===== src/rtl/pattern_loader_pkg.sv =====
// pattern_loader shared definitions: opcodes, responses,
// FSM encoding and word/address widths.
package pattern_loader_pkg;

  localparam logic [7:0] OP_MODE  = 8'h50;
  localparam logic [7:0] OP_WRITE = 8'h57;
  localparam logic [7:0] OP_LEDS  = 8'h4C;

  localparam logic [7:0] RSP_ACK = 8'h06;
  localparam logic [7:0] RSP_NAK = 8'h15;

  localparam int LED_WORD_W = 72;
  localparam int PAT_ADDR_W = 8;

  localparam logic [7:0] MODE_MAX = 8'h03;

  typedef enum logic [1:0] {
    ST_IDLE = 2'd0,
    ST_MODE = 2'd1,
    ST_ADDR = 2'd2,
    ST_DATA = 2'd3
  } state_t;

  typedef enum logic {
    TGT_RAM  = 1'b0,
    TGT_LEDS = 1'b1
  } target_t;

endpackage


===== src/rtl/pattern_loader_accum.sv =====
// pattern_loader_accum: MSB-first byte shift register and
// byte counter; done pulses with the last byte of a word.
module pattern_loader_accum
  import pattern_loader_pkg::*;
#(
  parameter int DATA_BYTES = 9
) (
  input  logic                  clk,
  input  logic                  rst,
  input  logic                  clear,
  input  logic                  shift,
  input  logic [7:0]            byte_in,
  output logic [LED_WORD_W-1:0] word,
  output logic                  done
);

  localparam int SW = (DATA_BYTES - 1) * 8;
  localparam int CW = $clog2(DATA_BYTES);

  // Only the first DATA_BYTES-1 bytes are stored; the last
  // byte is merged combinationally so the word is usable
  // in the same cycle the final byte arrives.
  logic [SW-1:0] shreg;
  logic [CW-1:0] cnt;
  logic          last;

  assign last = (cnt == CW'(DATA_BYTES - 1));
  assign done = shift && last;
  assign word = {shreg, byte_in};

  // Shift bytes in and count 0..DATA_BYTES-1, wrapping on done.
  always_ff @(posedge clk or posedge rst) begin
    if (rst) begin
      shreg <= '0;
      cnt   <= '0;
    end else if (clear) begin
      shreg <= '0;
      cnt   <= '0;
    end else if (shift) begin
      shreg <= {shreg[SW-9:0], byte_in};
      cnt   <= last ? '0 : cnt + 1'b1;
    end
  end

endmodule


===== src/rtl/pattern_loader.sv =====
// pattern_loader: host command parser feeding the LED datapath.
// Optional inter-byte timeout: PATTERN_LOADER_TIMEOUT_EN.
module pattern_loader
  import pattern_loader_pkg::*;
#(
  parameter int DATA_BYTES     = 9,
  parameter int TIMEOUT_CYCLES = 250000
) (
  input  logic                  clk,
  input  logic                  rst,
  input  logic [7:0]            rx_data,
  input  logic                  rx_valid,
  output logic [7:0]            tx_data,
  output logic                  tx_valid,
  input  logic                  tx_ready,
  output logic [PAT_ADDR_W-1:0] pat_up_a,
  output logic [LED_WORD_W-1:0] pat_up_d,
  output logic                  pat_up_we,
  output logic [1:0]            pattern_type,
  output logic [LED_WORD_W-1:0] leds_i
);

  state_t                  state;
  target_t                 target;
  logic [PAT_ADDR_W-1:0]   addr;
  logic                    acc_shift;
  logic                    acc_done;
  logic [LED_WORD_W-1:0]   acc_word;
  logic                    tmo_hit;

  assign acc_shift = rx_valid && (state == ST_DATA);

  pattern_loader_accum #(
    .DATA_BYTES(DATA_BYTES)
  ) u_accum (
    .clk    (clk),
    .rst    (rst),
    .clear  (tmo_hit),
    .shift  (acc_shift),
    .byte_in(rx_data),
    .word   (acc_word),
    .done   (acc_done)
  );

`ifdef PATTERN_LOADER_TIMEOUT_EN
  localparam int TW = $clog2(TIMEOUT_CYCLES + 1);

  logic [TW-1:0] tmo_cnt;

  // A received byte always wins over expiry in the same cycle.
  assign tmo_hit = !rx_valid && (state != ST_IDLE) &&
                   (tmo_cnt == TW'(TIMEOUT_CYCLES - 1));

  // Count idle cycles while a command is partially received.
  always_ff @(posedge clk or posedge rst) begin
    if (rst) begin
      tmo_cnt <= '0;
    end else if (rx_valid || (state == ST_IDLE) || tmo_hit) begin
      tmo_cnt <= '0;
    end else begin
      tmo_cnt <= tmo_cnt + 1'b1;
    end
  end
`else
  logic unused_tmo;

  assign tmo_hit    = 1'b0;
  assign unused_tmo = ^TIMEOUT_CYCLES;
`endif

  // Command FSM with registered RAM, LED, mode and response outputs.
  always_ff @(posedge clk or posedge rst) begin
    if (rst) begin
      state        <= ST_IDLE;
      target       <= TGT_RAM;
      addr         <= '0;
      tx_data      <= '0;
      tx_valid     <= 1'b0;
      pat_up_a     <= '0;
      pat_up_d     <= '0;
      pat_up_we    <= 1'b0;
      pattern_type <= '0;
      leds_i       <= '0;
    end else begin
      pat_up_we <= 1'b0;
      if (tx_valid && tx_ready) begin
        tx_valid <= 1'b0;
      end
      if (rx_valid) begin
        unique case (state)
          ST_IDLE: begin
            if (rx_data == OP_MODE) begin
              state <= ST_MODE;
            end else if (rx_data == OP_WRITE) begin
              state <= ST_ADDR;
            end else if (rx_data == OP_LEDS) begin
              state  <= ST_DATA;
              target <= TGT_LEDS;
            end else begin
              tx_data  <= RSP_NAK;
              tx_valid <= 1'b1;
            end
          end
          ST_MODE: begin
            state    <= ST_IDLE;
            tx_valid <= 1'b1;
            if (rx_data <= MODE_MAX) begin
              pattern_type <= rx_data[1:0];
              tx_data      <= RSP_ACK;
            end else begin
              tx_data <= RSP_NAK;
            end
          end
          ST_ADDR: begin
            addr   <= rx_data;
            target <= TGT_RAM;
            state  <= ST_DATA;
          end
          ST_DATA: begin
            if (acc_done) begin
              state    <= ST_IDLE;
              tx_data  <= RSP_ACK;
              tx_valid <= 1'b1;
              if (target == TGT_RAM) begin
                pat_up_a  <= addr;
                pat_up_d  <= acc_word;
                pat_up_we <= 1'b1;
              end else begin
                leds_i <= acc_word;
              end
            end
          end
        endcase
      end else if (tmo_hit) begin
        state    <= ST_IDLE;
        tx_data  <= RSP_NAK;
        tx_valid <= 1'b1;
      end
    end
  end

endmodule


===== config.mk =====
export PLATFORM = sky130hd
export DESIGN_NAME = pattern_loader
export DESIGN_NICKNAME = d
export VERILOG_FILES = /design/src/rtl/pattern_loader_pkg.sv /design/src/rtl/pattern_loader_accum.sv /design/src/rtl/pattern_loader.sv
export SDC_FILE = /design/constraint.sdc
export NUM_CORES = 1
export LEC_CHECK = 0
export ABC_AREA = 1
export BUFFER_PORTS_ARGS = -buffer_cell sky130_fd_sc_hd__buf_2
export CORE_MARGIN = 1.5
export CORE_UTILIZATION = 49
export CTS_CLUSTER_SIZE = 28
export DETAILED_ROUTE_END_ITERATION = 8
export GPL_TIMING_DRIVEN = 0
export PLACE_DENSITY = 0.75
export SLEW_MARGIN = 30
export SYNTH_ARGS = -nofsm -noshare
export SYNTH_HDL_FRONTEND = slang
export SYNTH_SLANG_ARGS = --single-unit

===== constraint.sdc =====
create_clock -name clk -period 7 [get_ports clk]
set_clock_uncertainty 0.15 [all_clocks]
set_input_delay 0 -clock clk [delete_from_list [all_inputs] [get_ports clk]]
set_output_delay 0 -clock clk [all_outputs]
set_load 0.01 [all_outputs]

Word-level counts from Yosys, hierarchy flattened
Index checks and enable logic that the tools add are counted.
Word-level totals
  register bits: 243
  memories kept: 0
  bits in writable memories: 0
  output and inout port bits: 164
  bits in read-only memories: 0
  logic and storage cells: 68
  latch bits: 0
Cells by class
  div/mod/pow operators: 0
  eq/ne operators: 13
  mux-type cells: 27
  add/subtract/negate cells: 1
  reductions and logical operators: 13
  shifts and indexed selects: 0
  $mul: 0
  bitwise gates (word level): 1
  $lt $le $gt $ge: 1
Operators by type and width (number)
  $mux W8: 4
  $eq A8 B7 Y1 const B: 3
  $pmux W8 S3: 1
  $mux W1: 13
  $ne A2 B2 Y1 const B: 5
  $le A8 B2 Y1 const B: 1
  $mux W2: 4
  $pmux W2 S4: 1
  $reduce_and A4 Y1: 2
  $reduce_and A3 Y1: 2
  $reduce_and A6 Y1: 1
  $mux W5: 1
  $reduce_and A5 Y1: 1
  $add A4 B1 Y4 const B: 1
  $eq A2 B2 Y1 const B: 2
  $eq A4 B4 Y1 const B: 1
  $mux W4: 1
  $ne A4 B4 Y1 const B: 1
  $logic_and A1 B1 Y1: 3
  $pmux W1 S3: 1
  $reduce_bool A3 Y1: 1
  $eq A2 B1 Y1 const B: 1
  $logic_not A2 Y1: 1
  $pmux W1 S2: 1
  3 further kinds: 3

Depth between registers and ports, before layout
  depth after elaboration: 7
  gate-level depth with buffers: 10

By module
From an unflattened synthesis, not the netlist that was laid out.
Second synthesis, totals
  cells, all modules: 959
  area total of the unflattened synthesis: 9305.2 sq um
By module, submodules not included
  pattern_loader: area an instance 6633.9 sq um, cells each 703, sequential area each 4254.1 sq um, instances 1
  pattern_loader_accum: area an instance 2671.3 sq um, cells each 256, sequential area each 1701.6 sq um, instances 1

Worst setup path after synthesis
Ideal clock, no wire load.
  kind: register -> register
  from: register u_accum.cnt[0]
  to: register pat_up_d[61]
  buffers on the path: 2
  setup time: 130 ps
  stages on the path, launching flop included: 10
  arrival time: 1423 ps
  period minus slack after synthesis: 1704 ps
  setup slack: 5296 ps
  cell sequence: dfrtp_1 > inv_1 > ha_1 > nand3_1 > nor2_4 > nand2_4 > buf_6 > buf_6 > nand2_1 > o21ai_1
On the way
  word-level cells in the longest chain between the ends: 3
RTL lines
  start, declared: RTL line pattern_loader_accum.sv:24  | logic [CW-1:0] cnt;
  start signal, assigned: RTL line pattern_loader_accum.sv:41  | cnt <= last ? '0 : cnt + 1'b1;
  $eq A4 B4 Y1: RTL line pattern_loader_accum.sv:27  | assign last = (cnt == CW'(DATA_BYTES - 1));
  $logic_and A1 B1 Y1: RTL line pattern_loader_accum.sv:28  | assign done = shift && last;
  $reduce_and A4 Y1 (no source line)
  end signal, assigned: RTL line pattern_loader.sv:126  | pat_up_d <= acc_word;
  end, declared: RTL line pattern_loader.sv:17  | output logic [LED_WORD_W-1:0] pat_up_d,
No other way between the ends.
A chain may end at the register's enable or synchronous reset.

Worst setup path after layout
  from: register u_accum.cnt[0]
  to: register leds_i[3]
On the way
  word-level cells in the longest chain between the ends: 3
RTL lines
  $eq A4 B4 Y1: RTL line pattern_loader_accum.sv:27
  $logic_and A1 B1 Y1: RTL line pattern_loader_accum.sv:28
  $reduce_and A4 Y1 (no source line)
  end signal, assigned: RTL line pattern_loader.sv:129  | leds_i <= acc_word;
  end, declared: RTL line pattern_loader.sv:20  | output logic [LED_WORD_W-1:0] leds_i
No other way between the ends.

==> results.sh <==
export IMPL_outcome="complete, no violations"
export IMPL_cts_root_buf="clkbuf_16"
export IMPL_start_kind="flip-flop"
export IMPL_vias_per_cell=5.20
export IMPL_die_y_um=139
export IMPL_synth_top_area_share_pct=65.7
export IMPL_path_class="flip-flop to flip-flop"
export IMPL_grt_pass1_vias=6955
export IMPL_area_growth_pct=23.6
export IMPL_final_hold_worst_slack_ps=61.2
export IMPL_clk_latency_ps=510
export IMPL_drt_iter0_drc=516
export IMPL_ff2ff_path_depth=9
export IMPL_rows=49
export IMPL_io_pins=176
export IMPL_yosysMostFrequentCell="nand2_1"
export IMPL_arrival_ps=2330
export IMPL_grt_usage_pct=23.5
export IMPL_fin_tns_setup_ps=0
export IMPL_core_um2=18000
export IMPL_crit_path_end_kind="flip-flop"
export IMPL_cts_buffers=24
export IMPL_synthArstFlopShare_pct=100
export IMPL_drc=0
export IMPL_synth_area_leaders="dfrtp_1 (66%), nand2_1 (11%), o21ai_1 (7.0%), o21ai_0 (5.0%), inv_1 (3.9%)"
export IMPL_hpwlAfterDp_mm=15.2
export IMPL_grt_pass1_wl_mm=36.6
export IMPL_cts_clk_slew_worst_paths_ps=60
export IMPL_cts_repair_resized=0
export IMPL_clock_path_buffers=3
export IMPL_ys_seq_area_share_pct=65.7
export IMPL_cp_required_ps=7210
export IMPL_fillCellCount=1500
export IMPL_yosys_area_top_type="dfrtp_1"
export IMPL_whs_path_depth=3
export IMPL_ys_seq_elements=238
export IMPL_setup_violations=0
export IMPL_drive_gt1_share_pct=23.0
export IMPL_start_util_pct=50.3
export IMPL_timing_final_crit_share_pct=30.3
export IMPL_num_vias=7129
export IMPL_dieArea_um2=19300
export IMPL_final_nets=1142
export IMPL_synth_common_cells="nand2_1 (260), dfrtp_1 (238), o21ai_1 (127)"
export IMPL_period_minus_slack_ps=2120
export IMPL_tightestPinTransition_ps=590
export IMPL_multi_input_area_um2=2410
export IMPL_leakage_nw=5.80
export IMPL_cts_setup_buffers=0
export IMPL_cp_slowest_cell="dfrtp_1"
export IMPL_max_slew_margin_pct=60.7
export IMPL_rsz0062_at_grt="no"
export IMPL_hold_viol_final=0
export IMPL_report_final_slew_viol_count=0
export IMPL_synth_area_per_cell_um2=9.92
export IMPL_wl_per_cell_um=16.4
export IMPL_fmax_ghz=0.472
export IMPL_port_buffers=171
export IMPL_synth_main_ff_cell="dfrtp_1"
export IMPL_path_depth=9
export IMPL_hold_buffers=13
export IMPL_antenna_found_initial=0
export IMPL_finalWirelength_mm=22.5
export IMPL_hold_path_class="primary input to flip-flop"
export IMPL_cts_tree="yes"
export IMPL_dr_pass1_iters=5
export IMPL_drt_antenna_violating_nets=0
export IMPL_overflow=0
export IMPL_dieWidth_um=139
export IMPL_path_cells="inv_1 > ha_1 > nand3_1 > nor2_4 > nand2_4 > buf_6 > buf_6 > nand2_1 > o21ai_1"
export IMPL_place_congestion=0.799
export IMPL_crit_fanout=10
export IMPL_cts_sinks=238
export IMPL_ys_warn_count=0
export IMPL_worst_path_most_repeated_cell="buf_6"
export IMPL_synth_edf_count=0
export IMPL_ys_types=23
export IMPL_vdd_ir_drop_max_mv=0.237
export IMPL_grt_max_degree=98
export IMPL_cpPeakStageDelay_ps=400
export IMPL_cap_violations=0
export IMPL_ff_latch_area_um2=5960
export IMPL_path_buf_inv=3
export IMPL_antenna_cells=0
export IMPL_synth_area_um2=9060
export IMPL_cp_top_family="simple AND/OR/NAND/NOR gates"
export IMPL_power_density_nw_per_um2=416
export IMPL_h_tree_depth=1
export IMPL_synth_cells=913
-- sequential cells by signal, indices dropped and copies added (netlist names) --
name and cells:
pat_up_a 8, pat_up_we 1, state 2, tx_data 3, tx_valid 1, pattern_type 2
u_accum.cnt 4, leds_i 72, u_accum.shreg 64, target 1, addr 8, pat_up_d 72
-- final timing paths --
kind,start,to,slack [ps]
worst max-delay path,u_accum.cnt[0],leds_i[3],4880
worst min-delay path,tx_ready,tx_valid,60
worst max register to register,u_accum.cnt[0],leds_i[3],4880
worst min register to register,u_accum.cnt[3],u_accum.cnt[3],320
max in group asynchronous,rst,leds_i[66],5270
min in group asynchronous,rst,pat_up_d[28],600
-- kinds of logic after synthesis --
family | count (synthesis) | share of synthesized area (%)
buffers and inverters | 147 | 7.83
AND/OR/NAND/NOR | 289 | 12.5
other | 1 | 0.0414
adder cells (fa/ha/maj) | 2 | 0.276
flip-flops | 238 | 65.7
AO/OA/AOI/OAI | 236 | 13.6
-- cells in the final DEF (no fill, tap or decap), types with 3 or more instances in the layout --
cell type,n
a21oi_1,3
buf_1,3
buf_2,180
buf_4,5
buf_6,17
clkbuf_1,20
clkbuf_16,25
clkbuf_8,7
clkinv_2,4
conb_1,4
dfrtp_1,238
dlygate4sd3_1,13
inv_1,93
nand2_1,260
nand3_1,8
nor2_1,14
o21ai_0,90
o21ai_1,127
o21ai_2,13
-- power breakdown --
part           internal, mW  switching [mW]
sequential             1.85           0.271
combinational         0.467           0.791
clock                 0.760           0.521
total                  3.08            1.58
-- per-stage QoR --
stage	setup slack, ps	cells	area (um2)	power, mW	utilization, %
2_1_floorplan	319	916	9070	2.84	-
3_3_place_gp	-1990	1316	10200	3.34	56.7
3_5_place_dp	4900	1318	10300	3.39	57.0
4_1_cts	4900	1372	11200	4.69	62.1
5_1_grt	4720	1372	11200	4.95	62.1
6_report	4880	1372	11200	4.66	62.1
-- layer usage --
layer	wire length, um	vias to the layer above	track usage (%)
met3	1490	28	4.18
li1	-	3331	-
met2	10700	260	38.0
met1	9910	3510	33.5
met4	359	0	5.21
met5	0	-	0
-- worst register-to-register path, stage by stage (launching register included) --
cell and delay [ps]:
dfrtp_1 400, inv_1 100, ha_1 150, nand3_1 280, nor2_4 260, nand2_4 150
buf_6 200, buf_6 170, nand2_1 70, o21ai_1 60
-- final cells by class --
type | instances | share of cell area, %
Buffer | 52 | 3.15
Clock buffer | 34 | 6.51
Clock inverter | 7 | 0.592
Inverter | 95 | 3.25
Multi-Input combinational cell | 531 | 21.5
Sequential cell | 238 | 53.2
Tap cell | 229 | 2.56
Timing Repair Buffer | 186 | 9.29
Power figures use the tool's default switching activity.
